==> src/rtl/ula_arbitro.sv <==
// ula_arbitro: shares one combinational ALU (ULA) between two requesters.
//
// Requester 0 (data path) and requester 1 (address/branch unit) are arbitrated
// round-robin. The winner's sel/x/y are latched into op registers and driven to
// the ALU for one cycle, or for MULDIV_CYCLES cycles for mul (1001) and div (1010).
// The ALU result and flags are then captured, and a one-cycle ack/valid is returned.
//
// Ports:
//   clk, reset             rising-edge clock, async active-high reset
//   req0/req1              requests
//   sel0/sel1              ALU opcodes
//   x0,y0/x1,y1            operands
//   ack0/ack1              one-cycle completion pulse to the granted requester
//   ula_sel/ula_X/ula_Y    ALU drive; quiet (1111/0/0) outside EXEC
//   ula_res/neg/zero       ALU result inputs
//   res/neg/zero/divz      registered result and flags of the last completed op
//   valid                  high in the ack cycle
//   owner                  requester of the current or last op
//   busy                   high in EXEC and DONE
module ula_arbitro #(
  parameter int unsigned WIDTH         = 32,
  parameter int unsigned MULDIV_CYCLES = 4
) (
  input  logic             clk,
  input  logic             reset,
  input  logic             req0,
  input  logic             req1,
  input  logic [3:0]       sel0,
  input  logic [3:0]       sel1,
  input  logic [WIDTH-1:0] x0,
  input  logic [WIDTH-1:0] y0,
  input  logic [WIDTH-1:0] x1,
  input  logic [WIDTH-1:0] y1,
  output logic             ack0,
  output logic             ack1,
  output logic [3:0]       ula_sel,
  output logic [WIDTH-1:0] ula_X,
  output logic [WIDTH-1:0] ula_Y,
  input  logic [WIDTH-1:0] ula_res,
  input  logic             ula_neg,
  input  logic             ula_zero,
  output logic [WIDTH-1:0] res,
  output logic             neg,
  output logic             zero,
  output logic             divz,
  output logic             valid,
  output logic             owner,
  output logic             busy
);

  localparam int unsigned CountW = $clog2(MULDIV_CYCLES + 1);

  localparam logic [3:0] SelMul  = 4'b1001;
  localparam logic [3:0] SelDiv  = 4'b1010;
  localparam logic [3:0] SelIdle = 4'b1111;

  typedef enum logic [1:0] {
    StIdle,
    StExec,
    StDone
  } state_e;

  state_e             state_q, state_d;
  logic [3:0]         op_sel_q, op_sel_d;
  logic [WIDTH-1:0]   op_x_q, op_x_d;
  logic [WIDTH-1:0]   op_y_q, op_y_d;
  logic [CountW-1:0]  count_q, count_d;
  logic               owner_q, owner_d;
  logic               last_owner_q, last_owner_d;
  logic [WIDTH-1:0]   res_q, res_d;
  logic               neg_q, neg_d;
  logic               zero_q, zero_d;
  logic               divz_q, divz_d;

  // Round-robin: on contention the requester that was not served last wins.
  logic       grant_who;
  logic [3:0] grant_sel;
  assign grant_who = (req0 && req1) ? ~last_owner_q : req1;
  assign grant_sel = grant_who ? sel1 : sel0;

  always_comb begin
    state_d      = state_q;
    op_sel_d     = op_sel_q;
    op_x_d       = op_x_q;
    op_y_d       = op_y_q;
    count_d      = count_q;
    owner_d      = owner_q;
    last_owner_d = last_owner_q;
    res_d        = res_q;
    neg_d        = neg_q;
    zero_d       = zero_q;
    divz_d       = divz_q;

    unique case (state_q)
      StIdle: begin
        if (req0 || req1) begin
          state_d  = StExec;
          owner_d  = grant_who;
          op_sel_d = grant_sel;
          op_x_d   = grant_who ? x1 : x0;
          op_y_d   = grant_who ? y1 : y0;
          count_d  = (grant_sel == SelMul || grant_sel == SelDiv) ?
                     CountW'(MULDIV_CYCLES) : CountW'(1);
        end
      end
      StExec: begin
        count_d = count_q - CountW'(1);
        // <= rather than == so a corrupted zero count cannot stall the FSM
        if (count_q <= CountW'(1)) begin
          state_d = StDone;
          if (op_sel_q == SelDiv && op_y_q == '0) begin
            // Divide by zero: saturate to all ones and flag it.
            res_d  = '1;
            neg_d  = 1'b1;
            zero_d = 1'b0;
            divz_d = 1'b1;
          end else begin
            res_d  = ula_res;
            neg_d  = ula_neg;
            zero_d = ula_zero;
            divz_d = 1'b0;
          end
        end
      end
      StDone: begin
        last_owner_d = owner_q;
        state_d      = StIdle;
      end
      default: state_d = StIdle;
    endcase
  end

  always_ff @(posedge clk or posedge reset) begin
    if (reset) begin
      state_q      <= StIdle;
      op_sel_q     <= SelIdle;
      op_x_q       <= '0;
      op_y_q       <= '0;
      count_q      <= '0;
      owner_q      <= 1'b0;
      last_owner_q <= 1'b1;
      res_q        <= '0;
      neg_q        <= 1'b0;
      zero_q       <= 1'b0;
      divz_q       <= 1'b0;
    end else begin
      state_q      <= state_d;
      op_sel_q     <= op_sel_d;
      op_x_q       <= op_x_d;
      op_y_q       <= op_y_d;
      count_q      <= count_d;
      owner_q      <= owner_d;
      last_owner_q <= last_owner_d;
      res_q        <= res_d;
      neg_q        <= neg_d;
      zero_q       <= zero_d;
      divz_q       <= divz_d;
    end
  end

  // Outputs come only from registers and state decode; no path from req*.
  always_comb begin
    ula_sel = SelIdle;
    ula_X   = '0;
    ula_Y   = '0;
    if (state_q == StExec) begin
      ula_sel = op_sel_q;
      ula_X   = op_x_q;
      ula_Y   = op_y_q;
    end
  end

  assign valid = (state_q == StDone);
  assign ack0  = valid && !owner_q;
  assign ack1  = valid && owner_q;
  assign busy  = (state_q != StIdle);
  assign owner = owner_q;
  assign res   = res_q;
  assign neg   = neg_q;
  assign zero  = zero_q;
  assign divz  = divz_q;

endmodule

==> config.mk <==
export PLATFORM = sky130hd
export DESIGN_NAME = ula_arbitro
export DESIGN_NICKNAME = d
export VERILOG_FILES = /design/src/rtl/ula_arbitro.sv
export SDC_FILE = /design/constraint.sdc
export NUM_CORES = 1
export LEC_CHECK = 0
export CORE_ASPECT_RATIO = 0.8
export CORE_MARGIN = 2
export CORE_UTILIZATION = 40
export DETAILED_ROUTE_END_ITERATION = 12
export PLACE_DENSITY = 0.81
export SLEW_MARGIN = 20
export SYNTH_ARGS = -nofsm -noshare
export SYNTH_HDL_FRONTEND = slang
export SYNTH_SLANG_ARGS = --single-unit
==> constraint.sdc <==
create_clock -name clk -period 5.3 [get_ports clk]
set_clock_uncertainty 0.2 [all_clocks]
set_input_delay 1.06 -clock clk [delete_from_list [all_inputs] [get_ports clk]]
set_output_delay 1.06 -clock clk [all_outputs]
set_load 0.02 [all_outputs]
### After elaboration in Yosys (flattened, before gate mapping)

Index checks and enable logic that the tools add are counted.

| word-level totals | value |
|---|---|
| flip-flop bits (word level) | 110 |
| logic and storage cells | 53 |

| operators by class | value |
|---|---|
| equality and inequality tests | 7 |
| $lt $le $gt $ge | 1 |
| reduce and logical (&&, ||, !) cells | 15 |
| add/subtract/negate cells | 1 |
| bitwise operators | 1 |
| multiplexer cells | 17 |

Operators by type and width:

| operator | count |
|---|---|
| $mux W32 | 5 |
| $logic_not A32 Y1 | 1 |
| $eq A4 B4 Y1 const B | 3 |
| $mux W4 | 2 |
| $reduce_and A2 Y1 | 4 |
| $mux W3 | 2 |
| $pmux W3 S2 | 1 |
| $logic_and A1 B1 Y1 | 4 |
| $mux W1 | 4 |
| $mux W2 | 2 |
| $ne A2 B2 Y1 const B | 2 |
| $pmux W2 S2 | 1 |
| $reduce_bool A2 Y1 | 2 |
| $le A3 B1 Y1 const B | 1 |
| $sub A3 B1 Y3 const B | 1 |
| $eq A2 B1 Y1 const B | 1 |
| $eq A2 B2 Y1 const B | 1 |
| $logic_not A2 Y1 | 1 |
| $logic_or A1 B1 Y1 | 2 |
| $logic_not A1 Y1 | 1 |
| $not A1 Y1 | 1 |

### Depth between registers and ports, before layout

Gate-level depths: netlist of the first run.

| logic depth | value |
|---|---|
| depth in word-level cells | 8 |
| mapped depth | 9 |

### Least setup slack after synthesis of the first run

Ideal clock, no wire load.

| timing path | value |
|---|---|
| path kind | reg2out |
| from | reg state_q[0] |
| to | out ula_X[31] |
| arrival | 1280 ps |
| slack | 2760 ps |
| stages on the path, launching flop included | 5 |
| path through | dfrtp_1 -> nor2b_1 -> clkbuf_1 -> clkbuf_1 -> and2_1 |

| on the way | value |
|---|---|
| word-level cells in the longest chain between the ends | 2 |

Ends and longest elaborated chain:

| what | line | RTL |
|---|---|---|
| start: declaration | 63 | `state_e state_q, state_d;` |
| start signal: assignment | 135 | `state_q <= StIdle;` |
| start signal: assignment | 147 | `state_q <= state_d;` |
| $eq A2 B1 Y1 | 166 | `if (state_q == StExec) begin` |
| $mux W32 | 166 |  |
| end: declaration | 37 | `output logic [WIDTH-1:0] ula_X,` |

Every way passes these cells.

### Worst setup path after layout of the first run

| timing path | value |
|---|---|
| from | reg state_q[0] |
| to | out ula_Y[4] |

| on the way | value |
|---|---|
| word-level cells in the longest chain between the ends | 2 |

Ends and longest elaborated chain:

| what | line | RTL |
|---|---|---|
| $eq A2 B1 Y1 | 166 |  |
| $mux W32 | 166 |  |
| end: declaration | 38 | `output logic [WIDTH-1:0] ula_Y,` |

Every way passes these cells.

==> results of run 1 <==
==> cell usage in the layout, fill, tap and decap left out, types with 2 or more instances in the layout <==
cell type / n
sky130_fd_sc_hd__clkdlybuf4s50_1: 281
sky130_fd_sc_hd__dfrtp_1: 105
sky130_fd_sc_hd__nand2_1: 75
sky130_fd_sc_hd__o21ai_0: 70
sky130_fd_sc_hd__nor2_1: 69
sky130_fd_sc_hd__mux2i_1: 68
sky130_fd_sc_hd__and2_1: 66
sky130_fd_sc_hd__a21oi_1: 33
sky130_fd_sc_hd__buf_4: 10
sky130_fd_sc_hd__clkbuf_16: 9
sky130_fd_sc_hd__nor4_1: 7
sky130_fd_sc_hd__nand2b_1: 5
sky130_fd_sc_hd__dfstp_2: 5
sky130_fd_sc_hd__nand3_1: 3
sky130_fd_sc_hd__nor2b_1: 3
sky130_fd_sc_hd__inv_1: 3
sky130_fd_sc_hd__nor4_2: 2
sky130_fd_sc_hd__or3_1: 2
sky130_fd_sc_hd__o21ai_1: 2
sky130_fd_sc_hd__ha_1: 2
sky130_fd_sc_hd__clkbuf_1: 2
sky130_fd_sc_hd__clkbuf_8: 2
sky130_fd_sc_hd__clkinv_4: 2
==> per-stage QoR <==
| stage | setup WS [ns] | hold WS, ns | instance area [µm²] | power (W) | instances |
|---|---|---|---|---|---|
| after floorplan | 1.15 | 0.242 | 5500 | 0.00294 | 581 |
| after global placement | 1.75 | 0.254 | 8390 | 0.00400 | 1009 |
| after detailed placement | 1.80 | 0.264 | 8390 | 0.00405 | 1009 |
| after CTS | 1.46 | 0.280 | 8670 | 0.00472 | 1025 |
| after global routing | 1.37 | 0.292 | 8670 | 0.00500 | 1025 |
| final | 1.53 | 0.275 | 8670 | 0.00467 | 1025 |
==> critical path: cells and delay by family, from the launching register on <==
| kind | cells | cell delay [ns] |
|---|---|---|
| simple gates | 2 | 0.68 |
| buf+inv | 2 | 1.05 |
| flops | 1 | 0.42 |
==> layout make-up <==
class	instances	share of cell area (%)
repair buffers	291	33.3
flip-flops and latches	110	31.8
multi-input cells	423	28.8
clock buffers	13	3.00
well taps	180	2.60
clock inverters	3	0.303
inverters	5	0.245
==> routing by layer <==
metal / global-route usage (%) / share of wire, % / vias up
li1: - / - / 2448
met1: 26.2 / 42 / 2270
met2: 37.1 / 48 / 176
met3: 6.56 / 8.1 / 26
met4: 6.99 / 2.4 / 0
met5: 0 / 0 / -
==> kinds of logic (layout without fill, tap and decap cells) <==
kind of cell / count (synthesis) / in the layout / share of synthesized area [%]
and+or+nand+nor: 239 / 239 / 21.1
AOI/OAI and AO/OA: 111 / 111 / 10.5
DFF: 110 / 110 / 50.2
muxes: 69 / 69 / 12.6
buffers and inverters: 48 / 312 / 4.89
adders and majority gates: 2 / 2 / 0.455
xor gates and xnor gates: 2 / 2 / 0.319
==> final timing paths <==
kind,start,endpoint,slack (ns),cells after the start
worst max-delay path,state_q[0]$_DFFE_PP0P_,ula_Y[4],1.53,4
worst min register to register,op_x_q[23]$_DFFE_PP0P_,op_x_q[23]$_DFFE_PP0P_,0.27,2
max in group asynchronous,reset,neg$_DFFE_PP0P_,3.01,3
min in group asynchronous,reset,op_x_q[16]$_DFFE_PP0P_,0.96,2
worst max register to register,count_q[1]$_DFFE_PP0P_,neg$_DFFE_PP0P_,2.90,8
worst min-delay path,op_x_q[23]$_DFFE_PP0P_,op_x_q[23]$_DFFE_PP0P_,0.27,2
==> where the power goes <==
group	internal (W)	leakage [nW]	switching [W]
Clock	0.000349	0.140	0.000302
Combinational	0.00116	2.25	0.00132
Sequential	0.00126	1.30	0.000279
Total	0.00277	3.69	0.00190
==> registers in the layout (all words and copies together) (netlist names) <==
signal,cells
neg,1
res,32
owner,1
op_sel_q,4
state_q,2
zero,1
op_x_q,32
op_y_q,32
divz,1
count_q,3
last_owner_q,1
==> metrics.log, run 1 <==
[metrics] status: completed
[metrics] post-route fraction of the period consumed by the critical path: 71.2%
[metrics] CTS tree: built
[metrics] height of the die: 109 µm
[metrics] measured slew at the worst slew-check pin: 0.662 ns
[metrics] all-layer global routing usage: 21.6%
[metrics] crit path cell chain: nor2b_4, buf_4, and2_1, clkdlybuf4s50_1
[metrics] total DRC errors in the routed layout: 0
[metrics] total area of sequential cells: 0.00276 mm²
[metrics] library cell occupying the most area in the post-synthesis netlist: sky130_fd_sc_hd__dfrtp_1
[metrics] deepest clock path buffer count: 2
[metrics] f_max: 265 MHz
[metrics] antenna violations before repair: 0
[metrics] horizontal extent of the die: 135 µm
[metrics] Worst-Skew Late Latency: 0.34 ns
[metrics] final estimated routing congestion in global placement: 0.797
[metrics] largest fanout on the critical path: 46
[metrics] Starting Density: 40.7%
[metrics] # hold bufs at CTS: 0
[metrics] detailed-route via count: 4920
[metrics] distinct cell type count of the synthesized netlist: 37
[metrics] category of the worst setup path launch point: flip-flop
[metrics] overall die area: 0.0147 mm²
[metrics] Clock Pin Slew Worst Setup and Hold Paths: 0.07 ns
[metrics] vias in the first global route: 4893
[metrics] Syn Area/Cell: 9.47 µm²
[metrics] cell type of the slowest stage on the worst timing path: sky130_fd_sc_hd__clkdlybuf4s50_1
[metrics] share of post-route cells with drive strength above 1: 4.85%
[metrics] crit path kind: flip-flop to primary output
[metrics] worst-case vdd ir drop: 0.324 mV
[metrics] row count: 38
[metrics] total power density per cell area: 539 mW/mm²
[metrics] max cap viols: 0
[metrics] first-pass GRT wire length: 25.0 mm
[metrics] Cell Area, Synth: 0.00550 mm²
[metrics] Layout Area Growth over Synthesis: 57.7%
[metrics] share of the synthesized area in the top cell type: 47.8%
[metrics] worst endpoint data arrival time: 2.51 ns
[metrics] post-synthesis register bit count: 110
[metrics] Finished Core Util: 64.2%
[metrics] Hold Crit Class: flip-flop to flip-flop
[metrics] largest incremental delay on the critical path: 0.61 ns
[metrics] 1st-iter DRT viols: 223
[metrics] dominant synthesized flop cell: sky130_fd_sc_hd__dfrtp_1
[metrics] largest cells by area after synthesis: sky130_fd_sc_hd__dfrtp_1 (48%), sky130_fd_sc_hd__mux2i_1 (12%), sky130_fd_sc_hd__and2_1 (7.5%), sky130_fd_sc_hd__o21ai_0 (6.4%), sky130_fd_sc_hd__nand2_1 (5.1%)
[metrics] total setup buffers inserted after CTS: 0
[metrics] number of instances in the synthesized netlist: 581
[metrics] ANT cells: 0
[metrics] detailed-router iteration count before antenna repair: 4
[metrics] leakage power of the design: 3.69 nW
[metrics] Sum Neg Setup Slack: 0 ns
[metrics] required time of the critical path: 4.04 ns
[metrics] share of synthesized flip-flops with an asynchronous set or reset: 100%
[metrics] number of sinks driven by the clock tree: 110
[metrics] detailed-route vias per instance: 4.80
[metrics] DRT antenna net count: 0
[metrics] sequential-to-total area share from yosys stat: 50.2%
[metrics] H-tree depth: 3
[metrics] number of buffers created by CTS: 9
[metrics] Detailed Place HPWL: 12.0 mm
[metrics] overall routed net length: 16.0 mm
[metrics] Finish-stage setup viols: 0
[metrics] top cells by instance count after synthesis: sky130_fd_sc_hd__dfrtp_1 (105), sky130_fd_sc_hd__nand2_1 (75), sky130_fd_sc_hd__o21ai_0 (70)
[metrics] total count of hold-check failures in the final report: 0
[metrics] most used standard cell by instance count after synthesis: sky130_fd_sc_hd__dfrtp_1
[metrics] Filler cells: 1149
[metrics] number of buffers inserted by port buffering: 281
[metrics] count of synthesis-stage warnings from yosys: 0
[metrics] sort of element at the end of the critical path: primary output
[metrics] pin count of the biggest net entering global routing: 62
[metrics] total overflow reported by the global router: 0
[metrics] unrepaired setup endpoints after global routing: no
[metrics] I/O pin cnt: 282
[metrics] Core Region: 0.0135 mm²
[metrics] post-synth net total: 757
[metrics] fin. max-slew vios: 0
[metrics] minimum clock period: 3.77 ns
[metrics] area of the multi-input gates: 0.00249 mm²
[metrics] post-cts resize count: 0
[metrics] number of enable flip-flop cells after synthesis: 0
[metrics] nets: 1016
[metrics] Rel. slew slack: 55.8%
[metrics] Wirelength per Cell: 15.6 µm
[metrics] Root Driver: sky130_fd_sc_hd__clkbuf_16
Power figures use the tool's default switching activity.
==> run 2, diff against run 1 <==
- clock period: 5.3 -> 3.9 ns (I/O delays scaled with it)
==> metrics.log, run 2 (same netlist as run 1, synthesis figures left out) <==
[metrics] total overflow reported by the global router: 0 (unchanged)
[metrics] all-layer global routing usage: 22.4% (+0.85 points)
[metrics] Rel. slew slack: 49.6% (-6.2 points)
[metrics] category of the worst setup path launch point: flip-flop
[metrics] deepest clock path buffer count: 2 (unchanged)
[metrics] vias in the first global route: 4945 (+1.1%)
[metrics] Finished Core Util: 64.6% (+0.36 points)
[metrics] I/O pin cnt: 282 (unchanged)
[metrics] nets: 1018 (+0.20%)
[metrics] required time of the critical path: 2.92 ns (-1.12 ns)
[metrics] setup slack, reg-to-reg: 1.17 ns (-1.73 ns)
[metrics] Root Driver: sky130_fd_sc_hd__clkbuf_16
[metrics] CTS tree: built
[metrics] worst-case vdd ir drop: 0.429 mV (+33%)
[metrics] Detailed Place HPWL: 12.3 mm (+2.4%)
[metrics] post-route fraction of the period consumed by the critical path: 83.7%
[metrics] Wirelength per Cell: 16.1 µm (+3.2%)
[metrics] number of buffers created by CTS: 9 (unchanged)
[metrics] Sum Neg Setup Slack: 0 ns (unchanged)
[metrics] Finish-stage setup viols: 0 (unchanged)
[metrics] total power density per cell area: 734 mW/mm² (+36%)
[metrics] max cap viols: 0 (unchanged)
[metrics] fin. max-slew vios: 0 (unchanged)
[metrics] crit path kind: flip-flop to primary output
[metrics] highest-count cells in the layout ignoring fill and taps: sky130_fd_sc_hd__clkdlybuf4s50_1 (281), sky130_fd_sc_hd__dfrtp_1 (105), sky130_fd_sc_hd__nand2_1 (75)
[metrics] Filler cells: 1134 (-1.3%)
[metrics] DRT antenna net count: 0 (unchanged)
[metrics] share of post-route cells with drive strength above 1: 5.19% (+0.34 points)
[metrics] Core Region: 0.0135 mm² (unchanged)
[metrics] Layout Cells excl Fill: 1027 (+0.20%)
[metrics] detailed-route via count: 4960 (+0.81%)
[metrics] ANT cells: 0 (unchanged)
[metrics] final estimated routing congestion in global placement: 0.801 (+0.60%)
[metrics] overall routed net length: 16.6 mm (+3.4%)
[metrics] number of sinks driven by the clock tree: 110 (unchanged)
[metrics] first-pass GRT wire length: 25.6 mm (+2.5%)
[metrics] total setup buffers inserted after CTS: 0 (unchanged)
[metrics] largest fanout on the critical path: 49 (+6.5%)
[metrics] placed cell count: 1011 (+0.20%)
[metrics] antenna violations before repair: 0 (unchanged)
[metrics] total count of hold-check failures in the final report: 0 (unchanged)
[metrics] pin count of the biggest net entering global routing: 60 (-3.2%)
[metrics] most frequent standard cell in the layout excluding fill and tap cells: sky130_fd_sc_hd__clkdlybuf4s50_1
[metrics] leakage power of the design: 3.72 nW (+0.64%)
[metrics] row count: 38 (unchanged)
[metrics] minimum clock period: 3.27 ns
[metrics] overall die area: 0.0147 mm² (unchanged)
[metrics] detailed-router iteration count before antenna repair: 4 (unchanged)
[metrics] Hold Crit Class: flip-flop to flip-flop
[metrics] sort of element at the end of the critical path: primary output
[metrics] Worst-Skew Late Latency: 0.34 ns (about the same)
[metrics] area of the multi-input gates: 0.00249 mm² (unchanged)
[metrics] Clock Pin Slew Worst Setup and Hold Paths: 0.07 ns (about the same)
[metrics] Layout Area Growth over Synthesis: 58.6%
[metrics] 1st-iter DRT viols: 229 (+2.7%)
[metrics] f_max: 306 MHz
[metrics] post-cts resize count: 0 (unchanged)
[metrics] worst endpoint data arrival time: 2.29 ns (-0.22 ns)
[metrics] detailed-route vias per instance: 4.83 (+0.62%)
[metrics] height of the die: 109 µm (unchanged)
[metrics] Starting Density: 40.7% (unchanged)
[metrics] status: completed
[metrics] horizontal extent of the die: 135 µm (unchanged)
[metrics] # hold bufs at CTS: 0 (unchanged)
[metrics] total DRC errors in the routed layout: 0 (unchanged)
[metrics] number of buffers inserted by port buffering: 281 (unchanged)
[metrics] total area of sequential cells: 0.00276 mm² (unchanged)
[metrics] unrepaired setup endpoints after global routing: no
[metrics] measured slew at the worst slew-check pin: 0.756 ns (+0.0941 ns)
[metrics] H-tree depth: 3 (unchanged)
[run 2: cell types whose count changed in the layout (fill, tap and decap cells not counted)]
cell and delta:
sky130_fd_sc_hd__clkinv_2 +1, sky130_fd_sc_hd__clkbuf_1 -1, sky130_fd_sc_hd__buf_4 -1, sky130_fd_sc_hd__clkinv_4 -1, sky130_fd_sc_hd__inv_6 +2, sky130_fd_sc_hd__buf_12 +3
sky130_fd_sc_hd__clkbuf_8 -1
[run 2: final cells by class]
| cell class | instances | area share, % |
|---|---|---|
| repair buffers | 293 | 33.7 |
| flip-flops and latches | 110 | 31.6 |
| multi-input cells | 423 | 28.6 |
| clock buffers | 11 | 2.78 |
| well taps | 180 | 2.58 |
| clock inverters | 5 | 0.459 |
| inverters | 5 | 0.244 |
[run 2: per-layer routing]
layer  vias to the layer above  track usage (%)  wire length [µm]
met2                       182             39.1              8100
met3                        21             6.28              1150
li1                       2456                -                 -
met4                         0             5.43               220
met5                         -                0                 0
met1                      2301             27.9              7120
[run 2: per-stage QoR]
| step | cell area [µm²] | hold WS [ns] | worst slack [ns] | total power, W |
|---|---|---|---|---|
| floorplan | 5500 | 0.242 | 0.0260 | 0.00399 |
| global placement | 8440 | 0.254 | 1.00 | 0.00549 |
| detailed placement | 8440 | 0.262 | 0.963 | 0.00557 |
| CTS | 8720 | 0.279 | 0.583 | 0.00648 |
| global route | 8720 | 0.300 | 0.447 | 0.00687 |
| finish | 8720 | 0.271 | 0.634 | 0.00641 |
[run 2: worst max-delay path, stage by stage (launching register included)]
cell and delay (ns):
sky130_fd_sc_hd__dfrtp_1 0.42, sky130_fd_sc_hd__nor2b_4 0.45, sky130_fd_sc_hd__buf_12 0.26, sky130_fd_sc_hd__and2_1 0.18
sky130_fd_sc_hd__clkdlybuf4s50_1 0.60
[run 2: power by group]
group / internal [W] / leakage [nW] / total, W / switching, W
Clock: 0.000459 / 0.141 / 0.000880 / 0.000421
Sequential: 0.00172 / 1.30 / 0.00209 / 0.000374
Combinational: 0.00162 / 2.28 / 0.00344 / 0.00182
Total: 0.00379 / 3.72 / 0.00641 / 0.00261
[run 2: path summary, 6_finish.rpt]
kind / to / startpoint / depth (start not counted)
max: ula_Y[8] / state_q[0]$_DFFE_PP0P_ / 4
max reg2reg: zero$_DFFE_PP0P_ / op_y_q[4]$_DFFE_PP0P_ / 5
min reg2reg: op_x_q[9]$_DFFE_PP0P_ / op_x_q[9]$_DFFE_PP0P_ / 2
max in group asynchronous: op_y_q[3]$_DFFE_PP0P_ / reset / 3
min in group asynchronous: res[24]$_DFFE_PP0P_ / reset / 3
min: op_x_q[9]$_DFFE_PP0P_ / op_x_q[9]$_DFFE_PP0P_ / 2
==> run 3, diff against run 2 <==
- CORE_UTILIZATION: 40 -> 36
- PLACE_DENSITY: 0.81 -> 0.77
- clock period: 3.9 -> 3 ns (I/O delays scaled with it)
==> metrics.log, run 3 (same netlist as run 1, synthesis figures left out) <==
[metrics] status: completed
[metrics] number of buffers created by CTS: 9 (unchanged)
[metrics] unrepaired setup endpoints after global routing: no
[metrics] Clock Pin Slew Worst Setup and Hold Paths: 0.07 ns (about the same)
[metrics] highest-count cells in the layout ignoring fill and taps: sky130_fd_sc_hd__clkdlybuf4s50_1 (281), sky130_fd_sc_hd__dfrtp_1 (105), sky130_fd_sc_hd__nand2_1 (75)
[metrics] number of buffers inserted by port buffering: 281 (unchanged)
[metrics] Core Region: 0.0150 mm² (+11%)
[metrics] Filler cells: 1321 (+16%)
[metrics] max cap viols: 0 (unchanged)
[metrics] deepest clock path buffer count: 2 (unchanged)
[metrics] all-layer global routing usage: 20.5% (-2.0 points)
[metrics] post-cts resize count: 0 (unchanged)
[metrics] row count: 40 (+5.3%)
[metrics] detailed-route vias per instance: 4.81 (-0.33%)
[metrics] required time of the critical path: 2.20 ns (-0.72 ns)
[metrics] pin count of the biggest net entering global routing: 111 (+85%)
[metrics] total overflow reported by the global router: 0 (unchanged)
[metrics] leakage power of the design: 3.75 nW (+0.87%)
[metrics] final standard cell area without fillers: 0.00881 mm² (+0.96%)
[metrics] overall routed net length: 16.4 mm (-1.2%)
[metrics] Root Driver: sky130_fd_sc_hd__clkbuf_16
[metrics] Finish-stage setup viols: 0 (unchanged)
[metrics] Layout Area Growth over Synthesis: 60.1%
[metrics] CTS tree: built
[metrics] Starting Density: 36.8% (-4.0 points)
[metrics] 1st-iter DRT viols: 158 (-31%)
[metrics] post-route fraction of the period consumed by the critical path: 94.6%
[metrics] number of sinks driven by the clock tree: 110 (unchanged)
[metrics] antenna violations before repair: 0 (unchanged)
[metrics] Rel. slew slack: 52.0% (+2.4 points)
[metrics] Worst-Skew Late Latency: 0.35 ns (about the same)
[metrics] Sum Neg Setup Slack: 0 ns (unchanged)
[metrics] worst-case vdd ir drop: 0.500 mV (+17%)
[metrics] total DRC errors in the routed layout: 0 (unchanged)
[metrics] Finished Core Util: 58.8% (-5.7 points)
[metrics] cell type of the slowest stage on the worst timing path: sky130_fd_sc_hd__clkdlybuf4s50_1
[metrics] final estimated routing congestion in global placement: 0.779 (-2.8%)
[metrics] Wirelength per Cell: 15.7 µm (-2.5%)
[metrics] sort of element at the end of the critical path: primary output
[metrics] detailed-router iteration count before antenna repair: 4 (unchanged)
[metrics] minimum clock period: 2.84 ns
[metrics] crit path kind: flip-flop to primary output
[metrics] vias in the first global route: 4871 (-1.5%)
[metrics] instance area after placement: 0.00848 mm² (+0.50%)
[metrics] detailed-route via count: 5011 (+1.0%)
[metrics] share of post-route cells with drive strength above 1: 5.87% (+0.67 points)
[metrics] horizontal extent of the die: 142 µm (+5.2%)
[metrics] Detailed Place HPWL: 12.3 mm (+0.36%)
[metrics] worst endpoint data arrival time: 2.04 ns (-0.25 ns)
[metrics] largest incremental delay on the critical path: 0.60 ns (about the same)
[metrics] nets: 1023 (+0.49%)
[metrics] height of the die: 115 µm (+5.2%)
[metrics] overall die area: 0.0163 mm² (+11%)
[metrics] ANT cells: 0 (unchanged)
[metrics] total power density per cell area: 961 mW/mm² (+31%)
[metrics] total count of hold-check failures in the final report: 0 (unchanged)
[metrics] Hold Crit Class: flip-flop to flip-flop
[metrics] crit path cell chain: nor2b_4, buf_4, and2_1, clkdlybuf4s50_1
[metrics] measured slew at the worst slew-check pin: 0.720 ns (-0.0353 ns)
[metrics] I/O pin cnt: 282 (unchanged)
[metrics] f_max: 352 MHz
[metrics] H-tree depth: 3 (unchanged)
[metrics] DRT antenna net count: 0 (unchanged)
[metrics] largest fanout on the critical path: 30 (-39%)
[metrics] fin. max-slew vios: 0 (unchanged)
[metrics] category of the worst setup path launch point: flip-flop
[metrics] most frequent standard cell in the layout excluding fill and tap cells: sky130_fd_sc_hd__clkdlybuf4s50_1
[metrics] first-pass GRT wire length: 25.9 mm (+0.94%)
==> run 3: cell types whose count changed in the layout (fill, tap and decap cells not counted) <==
cell                         before  now
sky130_fd_sc_hd__buf_4            9   14
sky130_fd_sc_hd__bufinv_16        0    1
sky130_fd_sc_hd__clkbuf_1         1    0
sky130_fd_sc_hd__clkinv_2         1    0
sky130_fd_sc_hd__clkinvlp_4       0    2
sky130_fd_sc_hd__inv_4            1    0
sky130_fd_sc_hd__inv_6            3    1
sky130_fd_sc_hd__inv_8            0    2
==> run 3: critical path: cells and delay by family (launching register included) <==
family	cells	cell delay (ns)
flip-flops	1	0.44
buffers and inverters	2	0.87
AND/OR/NAND/NOR	2	0.38
==> run 3: repair_timing <==
| item | 4_1_cts | 5_1_grt |
|---|---|---|
| hold buffers | 0 | 0 |
| hold endpoints to repair | 0 | 0 |
| setup buffers | 1 | 0 |
| setup endpoints to repair | 51 | 0 |
==> run 3: cell type report <==
type,count,area (µm²),share of cell area (%)
inverters,5,22.5,0.256
flip-flops and latches,110,2760,31.3
multi-input cells,423,2490,28.3
clock buffers,10,239,2.71
repair buffers,298,2980,33.8
well taps,189,236,2.69
clock inverters,6,77.6,0.881
==> run 3: worst paths after layout <==
path,start,end,slack [ns],depth (start not counted)
setup / recovery,state_q[0]$_DFFE_PP0P_,ula_X[2],0.16,4
hold / removal,op_x_q[24]$_DFFE_PP0P_,op_x_q[24]$_DFFE_PP0P_,0.28,2
setup reg to reg,op_y_q[3]$_DFFE_PP0P_,res[20]$_DFFE_PP0P_,0.53,5
hold reg to reg,op_x_q[24]$_DFFE_PP0P_,op_x_q[24]$_DFFE_PP0P_,0.28,2
max in group asynchronous,reset,op_y_q[12]$_DFFE_PP0P_,1.58,3
min in group asynchronous,reset,op_x_q[15]$_DFFE_PP0P_,0.57,3
==> run 3: per-layer routing <==
metal | global-route usage (%) | routed length [µm] | vias to the layer above | part of all wire, %
met4 | 6.73 | 395 | 0 | 2.4
met5 | 0 | 0 | - | 0
met3 | 6.90 | 1380 | 28 | 8.4
met2 | 33.2 | 7650 | 196 | 47
li1 | - | - | 2477 | -
met1 | 25.9 | 6960 | 2310 | 42
==> run 3: metrics by stage <==
step	instances	hold slack, ns	worst slack (ns)	power (W)
3_5_place_dp	1024	0.263	0.261	0.00726
6_report	1041	0.279	0.162	0.00846
4_1_cts	1041	0.282	0.124	0.00857
2_1_floorplan	581	0.242	0.875	0.00519
5_1_grt	1041	0.298	0.00787	0.00908
3_3_place_gp	1024	0.258	0.346	0.00716
==> run 3: power breakdown <==
| part | total, W | switching (W) | internal [W] |
|---|---|---|---|
| sequential | 0.00270 | 0.000466 | 0.00223 |
| clock | 0.00127 | 0.000579 | 0.000688 |
| combinational | 0.00450 | 0.00237 | 0.00213 |
==> RTL edit 1, RTL diff (flow settings as in run 1) <==
Set the parameter `WIDTH` to 36 (it was 32).
--- a/src/rtl/ula_arbitro.sv
+++ b/src/rtl/ula_arbitro.sv
@@ -18,7 +18,7 @@
 //   owner                  requester of the current or last op
 //   busy                   high in EXEC and DONE
 module ula_arbitro #(
-  parameter int unsigned WIDTH         = 32,
+  parameter int unsigned WIDTH         = 36,
   parameter int unsigned MULDIV_CYCLES = 4
 ) (
   input  logic             clk,
Interface: changed (8 resized); port bits go from 282 to 314. The function was not compared with the original's and may differ.
==> RTL edit 1 against run 1 <==
  * Power rose by 24%
  * Synthesized cell count is 11% higher
  * Sequential cell count grew 12
  * Cell area increased by 14%
  * Area after synthesis is 10% higher
  * Count of clock-buffer cells in the layout rose by 4
  * Routed wire length up 14%
  * Worst setup slack lost 0.10 ns
  * Fmax shrank 2.6%
  * Sequential power grew 10%
==> RTL edit 1: results (changes against run 1) <==
* Area share of xor/xnor cells in the synthesized design at 0.2888% (-0.030 points)
* First-pass GRT wire length at 28550 um (+14%)
* Synth async-reset ratio at 100.0% (unchanged)
* Final Net Count at 1131 (+11%)
* Crit-path max FO at 54 (+17%)
* Peak supply drop at 288.5 uV (-11%)
* IO buf count at 313 (+11%)
* Synth top cells by count: dfrtp_1 (117), nand2_1 (83), nor2_1 (77)
* Post-Synth Adder-Cell Area at 0.4126% (-0.042 points)
* Root Buffer: clkbuf_16
* Clk slew on worst S/H paths at 0.06 ns
* Total number of vias at 5566 (+13%)
* Measured slew at the worst slew-check pin at 1.021 ns (+0.3592 ns)
* CP max stage cell: clkdlybuf4s50_1
* Filler cells at 1202 (+4.6%)
* Post-Place Setup Slack at 1.812 ns (+0.01410 ns)
* Static Leak at 4.242 nW (+15%)
* Synth Area in Compound Gates at 10.52% (+0.012 points)
* DR WL/cell at 16.06 um (+2.7%)
* Number of detailed-route iterations in the first pass at 4 (unchanged)
* Layout cells sized above 1 at 5.696% (+0.84 points)
* Hpwl dp at 13560 um (+13%)
* Clk Latency, worst-skew pair at 0.41 ns (+0.07 ns)
* H-tree lvl count at 4 (+1)
* Placer congestion estimate at 0.8182 (+2.7%)
* Register area share after synthesis at 50.44% (+0.28 points)
* Total GRT Usage at 22.90% (+1.3 points)
* Mux cell area share after synthesis at 12.73% (+0.15 points)
* Synth unique cells at 38 (+2.7%)
* TritonCTS Buffers at 17 (+8)
* Largest net degree at the start of global routing at 69 (+11%)
* Outcome: completed
* Placed Area at 9251 um^2 (+10%)
* Synth area leaders: dfrtp_1 (48%), mux2i_1 (13%), and2_1 (7.5%), nand2_1 (5.1%), o21ai_0 (5.1%)
* Vias in the first global route at 5488 (+12%)
* Iter 0 DRT Violations at 219 (-1.8%)
* CP arrival at 2.61 ns (+0.10 ns)
* Post-Syn Nets at 840 (+11%)
-- RTL edit 1: cells by family (layout without fill, tap and decap cells) --
group,count (synthesis),after routing
xor gates and xnor gates,2,2
DFF,122,122
and+or+nand+nor,264,264
AOI/OAI and AO/OA,123,123
muxes,77,77
buffers and inverters,54,358
adders and majority gates,2,2
-- RTL edit 1: cell type report --
cell class / instances / area (um^2) / area share, %
Tap cell: 189 / 236.5 / 2.383
Clock buffer: 17 / 425.4 / 4.287
Timing Repair Buffer: 321 / 3193 / 32.18
Sequential cell: 122 / 3059 / 30.83
Clock inverter: 15 / 246.5 / 2.484
Multi-Input combinational cell: 468 / 2741 / 27.63
Inverter: 5 / 21.27 / 0.2143
-- RTL edit 1: power by group --
part / internal (W) / switching [W] / total (W)
registers: 0.00140 / 0.000298 / 0.00170
logic: 0.00128 / 0.00147 / 0.00276
clock network: 0.000883 / 0.000431 / 0.00131
-- RTL edit 1: metrics by stage --
step / power, W / utilization, % / cells
final: 0.005773 / 66.54 / 1137
after global routing: 0.006169 / 66.54 / 1137
after CTS: 0.005829 / 66.54 / 1137
after detailed placement: 0.004490 / 62.03 / 1105
after global placement: 0.004419 / 62.03 / 1105
after floorplan: 0.003270 / - / 644
-- RTL edit 1: metal layers --
| metal | GRT usage (%) | wire, um |
|---|---|---|
| met3 | 8.908 | 1525 |
| met5 | 0 | 0 |
| met2 | 38.54 | 9020 |
| met1 | 26.51 | 7237 |
| met4 | 9.000 | 478 |
-- RTL edit 1: critical path, delay by kind of cell, from the launching register on --
family	cells	cell delay [ns]
buffers and inverters	2	1.08
and+or+nand+nor	2	0.66
DFF	1	0.42
-- RTL edit 1: path summary, 6_finish.rpt --
| check | from | to | slack, ns | cells after the start |
|---|---|---|---|---|
| worst max-delay path | state_q[0] | ula_X[2] | 1.43 | 4 |
| worst min-delay path | op_x_q[35] | op_x_q[35] | 0.27 | 2 |
| worst max register to register | count_q[1] | res[30] | 2.82 | 8 |
| worst min register to register | op_x_q[35] | op_x_q[35] | 0.27 | 2 |
| max in group asynchronous | reset | last_owner_q | 2.94 | 3 |
| min in group asynchronous | reset | op_x_q[32] | 0.97 | 2 |
==> RTL edit 2, RTL diff (config.mk and constraints of run 1) <==
Without the edit above. Encoding of `state_e`: now one-hot (3 bits for 3 states).
--- a/src/rtl/ula_arbitro.sv
+++ b/src/rtl/ula_arbitro.sv
@@ -54,10 +54,10 @@
   localparam logic [3:0] SelDiv  = 4'b1010;
   localparam logic [3:0] SelIdle = 4'b1111;
 
-  typedef enum logic [1:0] {
-    StIdle,
-    StExec,
-    StDone
+  typedef enum logic [2:0] {
+    StIdle = 3'b001,
+    StExec = 3'b010,
+    StDone = 3'b100
   } state_e;
 
   state_e             state_q, state_d;
Formal check against the unedited RTL: same outputs for any inputs over 10 cycles, from zero or initial values and one cycle with reset high; not proved beyond that.
==> RTL edit 2 against run 1 <==
  * Worst setup slack gained 0.18 ns
  * Critical path depth is the same
  * Sequential share of layout area grew 0.26 points
  * Area after synthesis shrank 0.34%
  * Power shrank 5.9%
  * Highest routed layer unchanged
  * Sequential cell count grew 1
  * Routed wire length grew 4.0%
  * Cell area grew 0.13%
  * Critical path type unchanged
  * Register-to-register slack lost 0.28 ns
==> RTL edit 2: results (changes against run 1) <==
* Peak supply drop at 224.7 uV (-31%)
* Placer congestion estimate at 0.8093 (+1.6%)
* Post-CTS Setup Inserts at 0 (unchanged)
* Hpwl dp at 12170 um (+1.4%)
* First-pass GRT wire length at 26630 um (+6.4%)
* Largest net degree at the start of global routing at 89 (+44%)
* Outcome: completed
* Post-Synth Adder-Cell Area at 0.4565% (+0.0016 points)
* M1 WL at 6976 um (+3.9%)
* Post-Syn Nets at 755 (-0.26%)
* Register area share after synthesis at 50.81% (+0.65 points)
* Synth Area in Compound Gates at 7.418% (-3.1 points)
* Filler cells at 1074 (-6.5%)
* Vias in the first global route at 5232 (+6.9%)
* Measured slew at the worst slew-check pin at 0.9038 ns (+0.2421 ns)
* Total GRT Usage at 22.94% (+1.4 points)
* Hold endpoint: divz
* Vias per inst at 5.008 (+4.3%)
* Post-Place Setup Slack at 1.982 ns (+0.1837 ns)
* Hold path start: divz
* Area share of xor/xnor cells in the synthesized design at 0.3196% (+0.0011 points)
* Reg2reg end: zero
* CP arrival at 2.33 ns (-0.18 ns)
* Final Net Count at 1013 (-0.30%)
* Hold Crit Class: register to register
* Synth unique cells at 41 (+11%)
* YS warnings at 0 (unchanged)
* Synth async-reset ratio at 100.0% (unchanged)
* H-tree lvl count at 3 (unchanged)
* Static Leak at 3.711 nW (+0.54%)
* Final Routed Wirelength at 16670 um (+4.0%)
* Mux cell area share after synthesis at 12.83% (+0.25 points)
* DR WL met2 at 8015 um (+5.0%)
* Antenna Cells at 0 (unchanged)
* Synth area leaders: dfrtp_1 (48%), mux2i_1 (12%), and2_1 (7.6%), a21oi_1 (6.3%), nand2_1 (5.0%)
* Reg2reg setup slack at 2.62 ns (-0.28 ns)
* Placed Area at 8409 um^2 (+0.27%)
* Crit-path max FO at 70 (+52%)
* Reg2reg start: state_q[2]
* R2R cell count at 4 (-4)
* Iter 0 DRT Violations at 264 (+18%)
* Layout cells sized above 1 at 4.632% (-0.22 points)
## RTL edit 2: worst reg2reg max path, cell delays in order, from the launching register on
cell	delay, ns
dfrtp_1	0.41
or3b_1	0.51
nor4_2	0.32
nand4_2	0.73
a21boi_1	0.39
## RTL edit 2: where the power goes
part / switching (W) / total [W] / internal, W
combinational: 0.00117 / 0.00220 / 0.00102
clock: 0.000312 / 0.000637 / 0.000325
sequential: 0.000279 / 0.00156 / 0.00129
## RTL edit 2: area by class of cell
type	count	area, um^2	share of cell area (%)
timing repair buffer	289	2885	33.22
clock buffer	11	232.7	2.680
multi-input combinational	421	2487	28.64
inverter	5	28.78	0.3314
sequential	111	2785	32.07
clock inverter	5	40.04	0.4610
tap	180	225.2	2.593
## RTL edit 2: per-layer routing
layer  track usage [%]  vias up
met3             6.462       22
met2             39.59      217
met5                 0        -
met4             6.391        0
met1             28.33     2432
li1                  -     2447
## RTL edit 2: how the worst max path moves through the flow
stage	end	slack, ns	depth (start not counted)
5_1_grt	ula_Y[28]	1.54	4
3_3_place_gp	op_y_q[5]	2.02	5
2_1_floorplan	count_q[0]	1.12	1
6_report	ula_Y[24]	1.71	4
4_1_cts	ula_Y[9]	1.68	4
3_5_place_dp	op_x_q[27]	1.98	5
## RTL edit 2: cells by family (layout without fill, tap and decap cells)
group,count (synthesis),after routing
AOI/OAI and AO/OA,78,78
xor gates and xnor gates,2,2
adders and majority gates,2,2
buffers and inverters,47,310
DFF,111,111
muxes,70,70
and+or+nand+nor,269,269
## RTL edit 2: stage by stage
step | std cells | hold WS (ns)
2_1_floorplan | 579 | 0.2830
3_3_place_gp | 1006 | 0.2598
4_1_cts | 1022 | 0.2855
5_1_grt | 1022 | 0.3242
3_5_place_dp | 1006 | 0.2681
6_report | 1022 | 0.2896
